==> src/rtl/cell_bist.sv <==
// Built-in self-test sequencer for the XOR/XNOR/MAJ cell set: sweeps all eight
// {c,b,a} vectors, compares cell outputs to golden functions, records failures.
module cell_bist #(
   parameter int SETTLE       = 2,
   parameter int LOOPS        = 1,
   parameter int STOP_ON_FAIL = 1
) (
   input  logic       clk,
   input  logic       rst_n,
   input  logic       start,
   output logic       a,
   output logic       b,
   output logic       c,
   input  logic [7:0] dut_o,
   output logic       busy,
   output logic       done,
   output logic       pass,
   output logic [7:0] fail_mask,
   output logic [2:0] fail_vec,
   output logic [7:0] fail_loop
);

   localparam logic [3:0] SETTLE_LD = 4'(SETTLE);
   localparam logic [7:0] LAST_LOOP = 8'(LOOPS - 1);

   typedef enum logic [1:0] {IDLE, HOLD, CHECK, DONE} state_t;

   state_t     state;
   logic [2:0] vec;
   logic [7:0] loop_cnt;
   logic [3:0] settle_cnt;

   logic       x2, x3, maj;
   logic [7:0] golden;
   logic [7:0] mismatch;
   logic [7:0] mask_next;
   logic       stop_now;

   assign a = vec[0];
   assign b = vec[1];
   assign c = vec[2];

   always_comb begin
      x2        = vec[0] ^ vec[1];
      x3        = x2 ^ vec[2];
      maj       = (vec[0] & vec[1]) | (vec[1] & vec[2]) | (vec[0] & vec[2]);
      golden    = {maj, x3, x3, x3, ~x2, ~x2, x2, x2};
      mismatch  = dut_o ^ golden;
      mask_next = fail_mask | mismatch;
      stop_now  = ((mismatch != '0) && (STOP_ON_FAIL != 0)) ||
                  ((vec == 3'd7) && (loop_cnt == LAST_LOOP));
   end

   always_ff @(posedge clk or negedge rst_n) begin
      if (!rst_n) begin
         state      <= IDLE;
         vec        <= '0;
         loop_cnt   <= '0;
         settle_cnt <= '0;
         busy       <= 1'b0;
         done       <= 1'b0;
         pass       <= 1'b0;
         fail_mask  <= '0;
         fail_vec   <= '0;
         fail_loop  <= '0;
      end else begin
         case (state)
            IDLE, DONE: begin
               if (start) begin
                  state      <= HOLD;
                  busy       <= 1'b1;
                  done       <= 1'b0;
                  pass       <= 1'b0;
                  fail_mask  <= '0;
                  fail_vec   <= '0;
                  fail_loop  <= '0;
                  loop_cnt   <= '0;
                  vec        <= '0;
                  settle_cnt <= SETTLE_LD;
               end
            end
            HOLD: begin
               settle_cnt <= settle_cnt - 4'd1;
               if (settle_cnt == 4'd1) state <= CHECK;
            end
            CHECK: begin
               fail_mask <= mask_next;
               // An empty mask means no earlier failure in this test.
               if ((mismatch != '0) && (fail_mask == '0)) begin
                  fail_vec  <= vec;
                  fail_loop <= loop_cnt;
               end
               if (stop_now) begin
                  state <= DONE;
                  busy  <= 1'b0;
                  done  <= 1'b1;
                  vec   <= '0;
                  pass  <= (mask_next == '0);
               end else begin
                  vec        <= vec + 3'd1;
                  if (vec == 3'd7) loop_cnt <= loop_cnt + 8'd1;
                  settle_cnt <= SETTLE_LD;
                  state      <= HOLD;
               end
            end
            default: state <= IDLE;
         endcase
      end
   end

endmodule

==> config.mk <==
export PLATFORM = sky130hd
export DESIGN_NAME = cell_bist
export DESIGN_NICKNAME = d
export VERILOG_FILES = /design/src/rtl/cell_bist.sv
export SDC_FILE = /design/constraint.sdc
export NUM_CORES = 1
export LEC_CHECK = 0
export BUFFER_PORTS_ARGS = -buffer_cell sky130_fd_sc_hd__buf_2
export CORE_ASPECT_RATIO = 2
export CORE_MARGIN = 4
export CORE_UTILIZATION = 55
export DETAILED_ROUTE_END_ITERATION = 7
export GPL_TIMING_DRIVEN = 0
export PLACE_DENSITY = 0.8
export SYNTH_ARGS = -nofsm -noshare
export SYNTH_HDL_FRONTEND = slang
export SYNTH_SLANG_ARGS = --single-unit
export TNS_END_PERCENT = 100
==> constraint.sdc <==
create_clock -name clk -period 4.9 [get_ports clk]
set_clock_uncertainty 0.05 [all_clocks]
set_input_delay 1.225 -clock clk [delete_from_list [all_inputs] [get_ports clk]]
set_output_delay 1.225 -clock clk [all_outputs]
set_load 0.005 [all_outputs]
==> summary by stage, run 1 <==
Clocking
Clock-pin slew was measured on the worst setup and hold paths at approximately 0.080 ns. No sink is reached through more buffers than the 2 on the longest clock path. Clock tree synthesis found a total of 39 sinks.

The number of buffers added by the clock tree synthesis step is 5. The post-CTS setup buffer count is 0. For the worst-skew pair, the clock arrives at the later sink with an insertion delay of roughly 0.29 ns. In this run the number of H-tree levels came out at 2. Post-CTS repair changed the size of 0 cells.

TritonCTS built the clock tree. The number of buffers inserted by hold repair at cts is 0. The cell sitting at the root of the clock tree is a sky130_fd_sc_hd__clkbuf_8.

Final layout
The number of nets at the end of the flow is between 200 and 300. The finished cells cover ~0.0025 mm². Counting the fill cells in the layout gives ~350. The multi-input combinational cells in the finished layout cover a total of around 0.0011 mm². Of the cells placed in the final design, the portion with a size suffix greater than 1 is 0.205. Registers take 976 µm². The growth of design area from synthesis to finish is 14.4%. The antenna cell count is 0. The final design utilization is 0.654.

STA
The ratio of final minimum period to clock period is 0.556. After layout, the minimum clock period comes to around 2.7 ns. At the pin with the least slew margin, the transition time is approximately 0.86 ns. The total negative slack is 0 ns. Measured against its own limit, the worst slew margin works out to 0.428. The final max-slew violation count is 0. The final setup violation count is 0. Setup repair after global routing left no endpoint under its margin. The number of hold-slack violations in the final timing report is 0. The fmax is 0.367 GHz.

Power
Power spread over the standard cell area amounts to ~400 mW/mm². Summed over all cells, the static leakage comes to between 1 and 1.5 nW. The worst-case IR drop observed on VDD is between 0.2 and 0.3 mV.

Global route
The total global routing track utilization is 0.221. The total congestion overflow is 0. The number of global-route vias before repair is between 1500 and 2000. For this run, global-route usage on met1 was measured as 0.240.

The first global-routing pass estimated 8.74 mm of wire. Entering global routing, the biggest net connects 40 pins. The layer flagged by global routing as most heavily used is met2. The met2 global-route usage is 0.400. The number of antenna violations at the first check in global routing is 0.

In the global route stage, met3 resource usage came out at 0.0382.

Die
The total I/O pin count is 36. The number of standard-cell rows in the floorplan is 32. The die covers just over 0.005 mm².

The starting density of the core is 0.572. In this run the horizontal extent of the chip is 52.9 µm. The height of the chip is roughly 98 µm.

The floorplan step defined a core boundary enclosing between 0.003 and 0.004 mm².

Synth
Of all flip-flops after synthesis, the portion carrying an async set or reset was 1.00. The share of the Yosys chip area taken by registers is 0.440. The synthesized net count is between 200 and 250. After synthesis, the netlist uses 46 different library cells. Counting flops and latches in the post-synthesis netlist gives 39. Yosys mapped a number of flops with a built-in enable equal to 0. The number of warnings printed during yosys synthesis is 0. The mean cell area of the mapped netlist is slightly below 10 µm². The cell count after synthesis came out at 225.

The mapped netlist covers ~0.0022 mm². In the synthesized netlist the dominant register cell turns out to be sky130_fd_sc_hd__dfrtp_1.

Detailed routing
The detailed-route wire length per cell is 15.7 µm. Summing over every cut layer, the via total after detailed routing is 1898. The detailed router finished its first iteration with 70 violations. The per-cell via count in the routed design is about 5.9.

The number of iterations in the first detailed-routing pass is 4. The number of design rule violations left after detail routing is 0. After detailed routing, the total wire length is approximately 5 mm. In this run the remaining antenna-violating nets after routing total 0.

Place
The total half-perimeter wirelength after legalization and detailed placement is approximately 3.7 mm. Routability-driven placement finished with a final weighted congestion of 0.835. The post-detailed-placement cell area is between 0.002 and 0.0025 mm².

The count of input and output buffers is 35.

Setup path
The startpoint type of the worst setup path is a flop. In this run the worst path has a maximum fanout of 7. STA puts the critical path data required time at roughly 5.0 ns. The setup path with the least slack is of type reg -> reg. The critical path arrival is about 2.9 ns. The type of element capturing the critical path is a flop.

Outcome
The run finished with clean final reports.

Flow run
The max-cap violation count is 0.

Min path
The min-delay analysis places its worst path in the category reg -> reg.
registers in the layout (all words and copies together) (netlist names):
name and count:
fail_mask 8, fail_loop 8, state 2, settle_cnt 4, done 1, vec 3, loop_cnt 8, pass 1
fail_vec 3, busy 1
routing by layer:
layer | vias to the layer above | wire, µm
li1 | 910 | -
met1 | 926 | 1840
met2 | 51 | 2860
met3 | 11 | 197
met4 | 0 | 105
met5 | - | 0
cell type report:
| type | count | area share |
|---|---|---|
| Buffer | 10 | 0.0222 |
| Clock buffer | 7 | 0.0300 |
| Clock inverter | 1 | 0.00197 |
| Inverter | 13 | 0.0192 |
| Multi-Input combinational cell | 163 | 0.448 |
| Sequential cell | 39 | 0.384 |
| Tap cell | 51 | 0.0251 |
| Timing Repair Buffer | 35 | 0.0690 |
through the flow:
step                      cells  hold slack [ns]  power [mW]  setup WS (ns)
after global placement      311            0.432       0.794           2.01
after global routing        319            0.480        1.09           2.03
after floorplan             225            0.446       0.688           2.30
after CTS                   319            0.455        1.02           2.17
final                       319            0.447        1.01           2.18
after detailed placement    311            0.440       0.811           1.98
worst max-delay path, cell delays in order, from the launching register on:
cell and delay, ns:
sky130_fd_sc_hd__dfrtp_1 0.43, sky130_fd_sc_hd__inv_1 0.10, sky130_fd_sc_hd__fa_1 0.67, sky130_fd_sc_hd__nand2b_1 0.12, sky130_fd_sc_hd__o31ai_2 0.47, sky130_fd_sc_hd__nand3_1 0.25, sky130_fd_sc_hd__o211a_1 0.27, sky130_fd_sc_hd__a221o_1 0.25
cells by family (layout without fill, tap and decap cells):
family                   after synthesis  after routing  share of synthesized area
AO/OA/AOI/OAI                         72             72                      0.222
multiplexers                           3              3                     0.0147
XOR/XNOR                               7              7                     0.0310
AND/OR/NAND/NOR                       71             71                      0.185
flip-flops                            39             39                      0.440
buffers and inverters                 23             66                     0.0473
adder cells (fa/ha/maj)               10             10                     0.0598
power breakdown:
part | leakage (nW) | total (mW) | switching [mW] | internal (mW)
clock network | 0.0422 | 0.209 | 0.110 | 0.0999
registers | 0.529 | 0.405 | 0.0373 | 0.367
logic | 0.631 | 0.399 | 0.256 | 0.143
total | 1.20 | 1.01 | 0.403 | 0.610
path summary, 6_finish.rpt:
path / from / slack [ns] / endpoint / cells after the start
setup / recovery: vec[0]$_DFFE_PN0P_ / 2.18 / loop_cnt[4]$_DFFE_PN0P_ / 7
hold / removal: fail_loop[2]$_DFFE_PN0P_ / 0.45 / fail_loop[2]$_DFFE_PN0P_ / 1
setup reg to reg: vec[0]$_DFFE_PN0P_ / 2.18 / loop_cnt[4]$_DFFE_PN0P_ / 7
hold reg to reg: fail_loop[2]$_DFFE_PN0P_ / 0.45 / fail_loop[2]$_DFFE_PN0P_ / 1
max in group asynchronous: rst_n / 3.27 / loop_cnt[3]$_DFFE_PN0P_ / 1
min in group asynchronous: rst_n / 0.99 / loop_cnt[6]$_DFFE_PN0P_ / 1
layout by cell type, fill, tap and decap left out, types with 6 or more instances in the layout:
cell / count
sky130_fd_sc_hd__clkbuf_1: 8
sky130_fd_sc_hd__o21ai_0: 17
sky130_fd_sc_hd__a21oi_1: 21
sky130_fd_sc_hd__dfrtp_1: 39
sky130_fd_sc_hd__buf_2: 35
sky130_fd_sc_hd__nor2_1: 7
sky130_fd_sc_hd__nand3_1: 9
sky130_fd_sc_hd__ha_1: 9
sky130_fd_sc_hd__inv_1: 12
sky130_fd_sc_hd__nand2_1: 19
sky130_fd_sc_hd__a22o_1: 11
sky130_fd_sc_hd__nand4_1: 6
synthesized netlist by cell type (all sizes together) (3+ instances only):
cell / count / area share
and3: 5 / 0.014
nand2: 19 / 0.032
nor4: 5 / 0.014
ha: 9 / 0.051
nand2b: 5 / 0.014
nor3: 3 / 0.0068
and2: 4 / 0.011
a22o: 11 / 0.043
inv: 12 / 0.020
a31oi: 4 / 0.011
xnor2: 5 / 0.020
a221o: 5 / 0.023
nor2: 8 / 0.015
buf: 4 / 0.015
a21oi: 21 / 0.047
clkbuf: 6 / 0.010
o21ai: 18 / 0.042
nand3: 9 / 0.020
nand4: 6 / 0.017
dfrtp: 39 / 0.44
o22ai: 3 / 0.0085
Power figures use the tool's default switching activity.
==> run 2: changes to the inputs <==
--- a/config.mk
+++ b/config.mk
@@ -5,13 +5,14 @@
 export SDC_FILE = /design/constraint.sdc
 export NUM_CORES = 1
 export LEC_CHECK = 0
+export ABC_AREA = 1
 export BUFFER_PORTS_ARGS = -buffer_cell sky130_fd_sc_hd__buf_2
 export CORE_ASPECT_RATIO = 2
 export CORE_MARGIN = 4
-export CORE_UTILIZATION = 55
+export CORE_UTILIZATION = 51
 export DETAILED_ROUTE_END_ITERATION = 7
 export GPL_TIMING_DRIVEN = 0
-export PLACE_DENSITY = 0.8
+export PLACE_DENSITY = 0.78
 export SYNTH_ARGS = -nofsm -noshare
 export SYNTH_HDL_FRONTEND = slang
 export SYNTH_SLANG_ARGS = --single-unit
==> constraint.sdc (replaced) <==
create_clock -name clk -period 2.49 [get_ports clk]
set_clock_uncertainty 0.05 [all_clocks]
set_input_delay 0.6225 -clock clk [delete_from_list [all_inputs] [get_ports clk]]
set_output_delay 0.6225 -clock clk [all_outputs]
set_load 0.005 [all_outputs]
==> summary by stage, run 2 <==
Outcome
The run finished with clean final reports.

Detailed routing
The total wire length after detailed routing is 5.05 mm (+0.80%). The number of iterations in the first detailed-routing pass is 4 (unchanged). The iteration-0 DRC count of the detailed router is 52 (-26%).

The per-cell via count in the routed design came to 5.07 (-15%). The detailed-route wire length per cell came to 12.0 µm (-24%). The number of vias after detailed routing was 2136 (+13%).

The count of nets left with antenna violations after detail routing came to 0 (unchanged). The number of design rule violations left after detail routing is 0 (unchanged).

STA
The slew at the pin closest to its max-slew limit is 0.901 ns (+0.0439 ns). The final setup violation count came to 0 (unchanged). Setup repair after global routing left no endpoint under its margin. The final max-slew violation count is 0 (unchanged). The shortest clock period the worst path allows after layout came to 2.26 ns (-0.462 ns). The total negative slack came to 0 ns (unchanged). The ratio of final minimum period to clock period is 0.909 (+0.353). The number of hold-slack violations in the final timing report came to 0 (unchanged). The remaining max-slew budget at the tightest pin is 0.399 (-0.0292). The fmax is 0.442 GHz (+20%).

Synth
By area the synthesized netlist is led by sky130_fd_sc_hd__dfrtp_1, sky130_fd_sc_hd__nand2_1, sky130_fd_sc_hd__inv_1, sky130_fd_sc_hd__nand3_1, sky130_fd_sc_hd__ha_1. By instance count, the leading cell after synthesis is sky130_fd_sc_hd__nand2_1. The count of different cell masters after synthesis is 27 (-41%). The mean cell area of the mapped netlist is 7.33 µm² (-26%). The proportion of register bits with asynchronous set or reset after synthesis is 1.00 (unchanged). The most area-hungry cell type in the Yosys netlist is sky130_fd_sc_hd__dfrtp_1. The synthesized net count is 345 (+40%).

The post-synth design cell area came to 0.00238 mm² (+7.0%). The number of enable-type register cells in the synthesized netlist was 0 (unchanged). The complex-gate fraction of the synthesized area came to 0.0506 (-0.172).

By count the netlist is led by sky130_fd_sc_hd__nand2_1, sky130_fd_sc_hd__inv_1, sky130_fd_sc_hd__dfrtp_1. The number of flip-flops and latches in the synthesized netlist is 39 (unchanged). The number of standard cells after synthesis is 324 (+44%). The simple-gate portion of the synthesized area is 0.370 (+0.184). The fraction of the mapped netlist area in adder cells is 0.0558 (-0.00393). After synthesis, the largest family of logic cells by area is simple AND/OR/NAND/NOR gates. The multiplexer share of the synthesized area is 0 (-0.0147). The proportion of netlist area held by the largest area contributor came to 0.411 (-0.0289).

The share of the synthesized netlist area taken by xor and xnor gates is 0.0111 (-0.0199). In the synthesized netlist the dominant register cell turns out to be sky130_fd_sc_hd__dfrtp_1. The number of warnings printed during yosys synthesis came to 0 (unchanged).

The share of the yosys chip area belonging to registers came to 0.411 (-0.0289).

Power
The cell-internal power was 1.48 mW (+140%). The relative contribution of sequential cells to total power is 0.340 (-0.059). The highest ir drop seen on vdd is 0.635 mV (+120%). The total power density per cell area is 913 mW/mm² (+130%). The switching part of the total power is 0.409 (+0.0111).

The clock group share of total power is 0.220 (+0.013). The share of total power in combinational logic is 0.440 (+0.046). The static leakage power came to 1.60 nW (+33%). The net switching power is 1.02 mW (+150%). The total power is 2.50 mW (+150%).

Clocking
The number of buffers added by the clock tree synthesis step is 5 (unchanged). The clock net sink count is 39 (unchanged). The number of buffers inserted by hold repair at cts came to 0 (unchanged). The post-CTS clock slew at the launch and capture registers of the worst setup and hold paths is 0.08 ns (about the same). The clock root buffer is sky130_fd_sc_hd__clkbuf_8.

The clock latency on the worst-skew pair came to 0.29 ns (about the same). The count of H-tree levels built during CTS is 2 (unchanged). The buffer depth of the longest clock path is 2 (unchanged). The post-CTS setup buffer count was 0 (unchanged).

TritonCTS built the clock tree.

Final layout
The layout cell share with drive strength beyond 1 was 0.204 (-0.000864). The largest registers in the layout are fail_loop x8, fail_mask x8, loop_cnt x8. The antenna cell count was 0 (unchanged). The final design utilization is 0.619 (-0.0347). The number of cells in the finished layout apart from fillers is 421 (+32%).

The number of nets at the end of the flow was 387 (+34%). The most frequent standard cell in the layout excluding fill and tap cells is sky130_fd_sc_hd__nand2_1. In the layout the commonest cells are sky130_fd_sc_hd__nand2_1, sky130_fd_sc_hd__inv_1, sky130_fd_sc_hd__dfrtp_1. The growth of design area from synthesis to finish is 15.3%. The final-layout fill cell count is 456 (+30%). The area of all placed cells without fillers was 0.00274 mm² (+7.9%).

Setup path
The cell with the biggest individual delay on the critical path is sky130_fd_sc_hd__fa_2. The type of element capturing the critical path is a flop. The largest fanout on the critical path is 8 (+1).

The largest stage delay on the critical path is 0.62 ns (-0.05 ns). The slack of the worst reg-to-reg path is 0.23 ns (-1.95 ns). The critical path goes through inv_1 > fa_2 > nand2_1 > nand2_1 > nand2_1 > nor2_2 > nand3_2 > nand2_2 > nand2_2 > nand2_1 > nand2_1. The required time of the worst setup path is 2.63 ns (-2.40 ns). The startpoint type of the worst setup path is a flop. The critical path arrival came to 2.40 ns (-0.45 ns). The critical path in this run is classified as reg -> reg. Among the stages of the critical path, the cell type that occurs most often is sky130_fd_sc_hd__nand2_1.

Global route
The number of global-route vias before repair is 2081 (+10%). The wire length of the first global-routing pass was 8.88 mm (+1.6%). The maximum number of pins on one net before global-route repair is 40 (unchanged). The number of antenna violations at the first check in global routing is 0 (unchanged).

The total congestion overflow is 0 (unchanged). The total global routing track utilization is 0.184 (-0.0366).

Place
The post-detailed-placement cell area came to 0.00262 mm² (+6.5%). The total half-perimeter wirelength after legalization and detailed placement came to 3.81 mm (+1.8%). The count of placed standard cells including taps is 413 (+33%).

The final weighted congestion of routability-driven global placement was 0.836 (+0.18%). The count of input and output buffers is 35 (unchanged).

Die
The height of the chip is 105 µm (+6.8%). The number of standard-cell rows in the floorplan came to 34 (+6.3%). The die outline area is 0.00588 mm² (+14%). The starting density of the core is 0.537 (-0.0345).

The die extent in x is 56.3 µm (+6.3%). The total I/O pin count is 36 (unchanged). The placeable core area is 0.00442 mm² (+14%).

Min path
The worst min-delay path category is in -> async.

Flow run
The max-cap violation count is 0 (unchanged).
## run 2: changes by cell type in the layout (fill, tap and decap cells not counted), moves of 7 or more
cell | previous run | this run
sky130_fd_sc_hd__inv_1 | 12 | 46
sky130_fd_sc_hd__nand3_1 | 9 | 30
sky130_fd_sc_hd__nand2_1 | 19 | 115
sky130_fd_sc_hd__o21ai_0 | 17 | 3
sky130_fd_sc_hd__nor2_1 | 7 | 18
sky130_fd_sc_hd__a22o_1 | 11 | 0
sky130_fd_sc_hd__clkbuf_1 | 8 | 1
sky130_fd_sc_hd__nand2_2 | 0 | 14
sky130_fd_sc_hd__a21oi_1 | 21 | 11
## run 2: per-stage QoR
step | hold slack, ns | setup WS [ns]
3_5_place_dp | 0.409 | 0.188
6_report | 0.397 | 0.228
4_1_cts | 0.427 | 0.179
2_1_floorplan | 0.277 | 0.443
3_3_place_gp | 0.403 | 0.242
5_1_grt | 0.456 | 0.0121
## run 2: cells by family after synthesis
kind of cell,after synthesis
buffers and inverters,56
and+or+nand+nor,194
AOI/OAI and AO/OA,22
adders and majority gates,10
DFF,39
xor gates and xnor gates,3
## run 2: critical path, delay by kind of cell, from the launching register on
kind                       cells  cell delay, ns
adders and majority gates      1            0.62
buffers and inverters          1            0.09
DFF                            1            0.41
and+or+nand+nor                9            0.99
## run 2: final timing paths
path | from | endpoint | cells after the start
min reg2reg | fail_loop[1]$_DFFE_PN0P_ | fail_loop[1]$_DFFE_PN0P_ | 2
max reg2reg | vec[0]$_DFFE_PN0P_ | loop_cnt[0]$_DFFE_PN0P_ | 11
min | rst_n | fail_mask[5]$_DFFE_PN0P_ | 1
max in group asynchronous | rst_n | vec[0]$_DFFE_PN0P_ | 1
max | vec[0]$_DFFE_PN0P_ | loop_cnt[0]$_DFFE_PN0P_ | 11
min in group clk | fail_loop[1]$_DFFE_PN0P_ | fail_loop[1]$_DFFE_PN0P_ | 2
## run 2: per-layer routing
metal / routed length (µm) / part of all wire / vias to the layer above / track usage
met5: 0 / 0 / - / 0
met4: 94 / 0.019 / 0 / 0.0679
met3: 176 / 0.035 / 8 / 0.0284
met2: 2820 / 0.56 / 45 / 0.346
met1: 1960 / 0.39 / 990 / 0.201
li1: - / - / 1093 / -
## run 2: power by group through the flow
stage	sequential, mW	combinational, mW	clock, mW
final	0.851	1.10	0.551
after CTS	0.849	1.12	0.566
after floorplan	0.850	0.827	0
after global routing	0.872	1.23	0.592
after global placement	0.858	1.09	0
after detailed placement	0.861	1.11	0
## run 2: final cells by class
cell class / instances / area, µm² / area share
buffer: 6 / 52.6 / 0.0192
clock buffer: 6 / 82.6 / 0.0301
clock inverter: 2 / 35.0 / 0.0128
inverter: 50 / 190 / 0.0694
multi-input combinational: 229 / 1160 / 0.423
sequential: 39 / 977 / 0.357
tap: 54 / 67.6 / 0.0247
timing repair buffer: 35 / 175 / 0.0639
## run 2: repair_timing
item                       4_1_cts  5_1_grt
setup endpoints to repair        0       12
resized for setup                0        2
hold endpoints to repair         0        0
==> run 3: changes to the inputs <==
--- a/config.mk
+++ b/config.mk
@@ -9,10 +9,12 @@
 export BUFFER_PORTS_ARGS = -buffer_cell sky130_fd_sc_hd__buf_2
 export CORE_ASPECT_RATIO = 2
 export CORE_MARGIN = 4
-export CORE_UTILIZATION = 51
+export CORE_UTILIZATION = 53
+export CTS_BUF_LIST = sky130_fd_sc_hd__clkbuf_8
 export DETAILED_ROUTE_END_ITERATION = 7
 export GPL_TIMING_DRIVEN = 0
-export PLACE_DENSITY = 0.78
+export MAX_ROUTING_LAYER = met4
+export PLACE_DENSITY = 0.8
 export SYNTH_ARGS = -nofsm -noshare
 export SYNTH_HDL_FRONTEND = slang
 export SYNTH_SLANG_ARGS = --single-unit
==> summary by stage, run 3 (synthesis gave the netlist of run 2 again) <==
Outcome
The flow ran to the end, and the final reports show no timing, DRC or antenna violations.

Clocking
The post-CTS clock slew at the launch and capture registers of the worst setup and hold paths came to 0.07 ns (about the same). The number of buffers inserted by hold repair at cts came to 0 (unchanged). The post-cts sizing count is 0 (unchanged). The clock net sink count is 39 (unchanged).

The number of buffers added by the clock tree synthesis step is 5 (unchanged). The post-CTS setup buffer count is 0 (unchanged). The clock latency on the worst-skew pair is 0.29 ns (about the same).

The TritonCTS clock tree is yes. The buffer depth of the longest clock path is 2 (unchanged). The clock root buffer is sky130_fd_sc_hd__clkbuf_8. The count of H-tree levels built during CTS was 2 (unchanged).

Setup path
The critical path arrival is 2.33 ns (-0.07 ns). Following the worst setup path forward leads to its endpoint at loop_cnt[6]$_DFFE_PN0P_. The type of element capturing the critical path is a flop. The origin of the critical flop-to-flop path is vec[1]$_DFFE_PN0P_. The critical path depth was 12 (+1). The family of cells with the greatest summed delay on the critical path is simple AND/OR/NAND/NOR gates. On the critical path, the stage with the largest delay is an instance of sky130_fd_sc_hd__fa_1. The largest fanout on the critical path is 8 (unchanged).

In this run the critical register-to-register path is captured at loop_cnt[6]$_DFFE_PN0P_. The length in cells of the worst reg-to-reg path is 12 (+1). By instance count, the cell type seen most on the critical path is sky130_fd_sc_hd__nand2_1. The required time of the worst setup path is 2.62 ns (about the same). The launching element of the worst setup path is vec[1]$_DFFE_PN0P_. The slack of the worst reg-to-reg path came to 0.29 ns (+0.06 ns). The largest stage delay on the critical path is 0.53 ns (-0.09 ns). The critical path goes through inv_1 > fa_1 > inv_2 > nand2_1 > nand2_1 > nand2_1 > nor2_2 > nand3_2 > nand2_2 > nand2_2 > nand2_1 > nand2_1.

The critical path is of the reg -> reg type. The worst setup path is launched from a flop. The buffer and inverter count on the worst path is 2 (+1).

Die
The die outline area was 0.00568 mm² (-3.4%). The total I/O pin count is 36 (unchanged). The starting density of the core is 0.548 (+0.0105).

The placeable core area is 0.00434 mm² (-1.9%). The number of standard-cell rows in the floorplan is 34 (unchanged). The height of the chip is 103 µm (-1.8%).

The die extent in x is 55.3 µm (-1.6%).

Power
The clock group share of total power is 0.180 (-0.040). The highest ir drop seen on vdd is 0.672 mV (+5.9%). The net switching power is 1.01 mW (-0.81%). The static leakage power was 1.59 nW (-0.52%). The share of total power in combinational logic is 0.463 (+0.023). The total power density per cell area is 880 mW/mm² (-3.7%). The switching part of the total power is 0.425 (+0.0162). The cell-internal power is 1.37 mW (-7.2%). The relative contribution of sequential cells to total power was 0.357 (+0.017).

Final layout
The number of nets at the end of the flow is 388 (+0.26%). The growth of design area from synthesis to finish is 14.2%. Leaving out fill and tap cells, the most frequent cell in the layout is sky130_fd_sc_hd__nand2_1. The library cells used most frequently in the layout, excluding fill and tap cells, are sky130_fd_sc_hd__nand2_1, sky130_fd_sc_hd__inv_1, sky130_fd_sc_hd__dfrtp_1. The combined area of the multi-input logic cells is 0.00116 mm² (-0.22%). The final-layout fill cell count was 444 (-2.6%). The largest registers in the layout are fail_loop x8, fail_mask x8, loop_cnt x8. The layout cell share with drive strength beyond 1 is 0.199 (-0.00545). The register area was 976 µm² (-0.13%).

The area of all placed cells without fillers came to 0.00271 mm² (-0.96%). The antenna cell count is 0 (unchanged).

STA
Setup repair after global routing left no endpoint under its margin. The shortest clock period the worst path allows after layout is 2.20 ns (-0.0585 ns). The final setup violation count came to 0 (unchanged). The fmax was 0.454 GHz (+2.7%).

The slew at the pin closest to its max-slew limit is 0.882 ns (-0.0188 ns). The remaining max-slew budget at the tightest pin is 0.412 (+0.0125). The final max-slew violation count was 0 (unchanged).

The ratio of final minimum period to clock period is 0.885 (-0.0235). The total negative slack is 0 ns (unchanged). The number of hold-slack violations in the final timing report was 0 (unchanged).

Global route
The number of antenna violations at the first check in global routing is 0 (unchanged). The total global routing track utilization is 0.198 (+0.0140). The number of global-route vias before repair is 2137 (+2.7%). The wire length of the first global-routing pass was 8.94 mm (+0.70%).

The total congestion overflow is 0 (unchanged). The maximum number of pins on one net before global-route repair is 40 (unchanged).

Detailed routing
The number of iterations in the first detailed-routing pass was 4 (unchanged). The number of vias after detailed routing came to 2147 (+0.51%). The detailed-route wire length per cell came to 12.0 µm (about the same). The count of nets left with antenna violations after detail routing is 0 (unchanged). The total wire length after detailed routing is 5.05 mm (about the same). The per-cell via count in the routed design came to 5.10 (+0.51%).

The number of design rule violations left after detail routing came to 0 (unchanged). The iteration-0 DRC count of the detailed router is 65 (+25%).

Place
The post-detailed-placement cell area is 0.00262 mm² (unchanged). The count of input and output buffers came to 35 (unchanged). The final weighted congestion of routability-driven global placement is 0.828 (-0.99%). The total half-perimeter wirelength after legalization and detailed placement is 3.92 mm (+2.8%).

Flow run
The max-cap violation count is 0 (unchanged).

Min path
In this run the worst hold path is classified as in -> async.
[run 3: changes by cell type in the layout (fill, tap and decap cells not counted)]
cell / delta
sky130_fd_sc_hd__fa_2: -1
sky130_fd_sc_hd__dfrtp_1: +1
sky130_fd_sc_hd__buf_4: +1
sky130_fd_sc_hd__fa_1: +1
sky130_fd_sc_hd__bufinv_16: -1
sky130_fd_sc_hd__dfrtp_2: -1
[run 3: worst reg2reg max path, delay by kind of cell, from the launching register on]
| kind | cells | cell delay, ns |
|---|---|---|
| buf+inv | 2 | 0.19 |
| flops | 1 | 0.39 |
| fa+ha+maj | 1 | 0.53 |
| simple gates | 9 | 0.93 |
[run 3: area by class of cell]
cell class,instances,area share
plain buffers,6,0.0194
inverters,50,0.0701
clock buffers,6,0.0304
repair buffers,36,0.0673
well taps,54,0.0249
clock inverters,1,0.00184
flip-flops and latches,39,0.360
multi-input cells,229,0.426
[run 3: per-stage QoR]
stage	util	instances	hold WS, ns	worst slack (ns)	total power, mW
2_1_floorplan	-	324	0.277	0.443	1.68
3_3_place_gp	0.604	413	0.403	0.245	1.95
3_5_place_dp	0.604	413	0.405	0.224	1.98
4_1_cts	0.624	420	0.423	0.212	2.41
5_1_grt	0.625	421	0.444	0.0795	2.57
6_report	0.625	421	0.401	0.286	2.39
[run 3: how the worst min path moves through the flow]
stage | to | cells after the start
after floorplan | busy$_DFFE_PN0P_ | 0
after global routing | fail_loop[4]$_DFFE_PN0P_ | 2
after global placement | fail_loop[4]$_DFFE_PN0P_ | 2
after detailed placement | fail_loop[4]$_DFFE_PN0P_ | 2
after CTS | fail_loop[4]$_DFFE_PN0P_ | 2
final | loop_cnt[6]$_DFFE_PN0P_ | 1
[run 3: metal layers]
| metal | vias up | GRT usage | share of wire |
|---|---|---|---|
| met5 | - | - | 0 |
| met4 | 0 | 0.0787 | 0.022 |
| met3 | 11 | 0.0276 | 0.033 |
| met2 | 43 | 0.383 | 0.57 |
| met1 | 1002 | 0.196 | 0.37 |
| li1 | 1091 | - | - |
[run 3: power by group through the flow]
stage               Sequential (mW)  Combinational [mW]  Clock, mW
floorplan                     0.850               0.827          0
global placement              0.858                1.09          0
detailed placement            0.863                1.11          0
CTS                           0.852                1.12      0.439
global route                  0.872                1.23      0.468
finish                        0.852                1.11      0.428
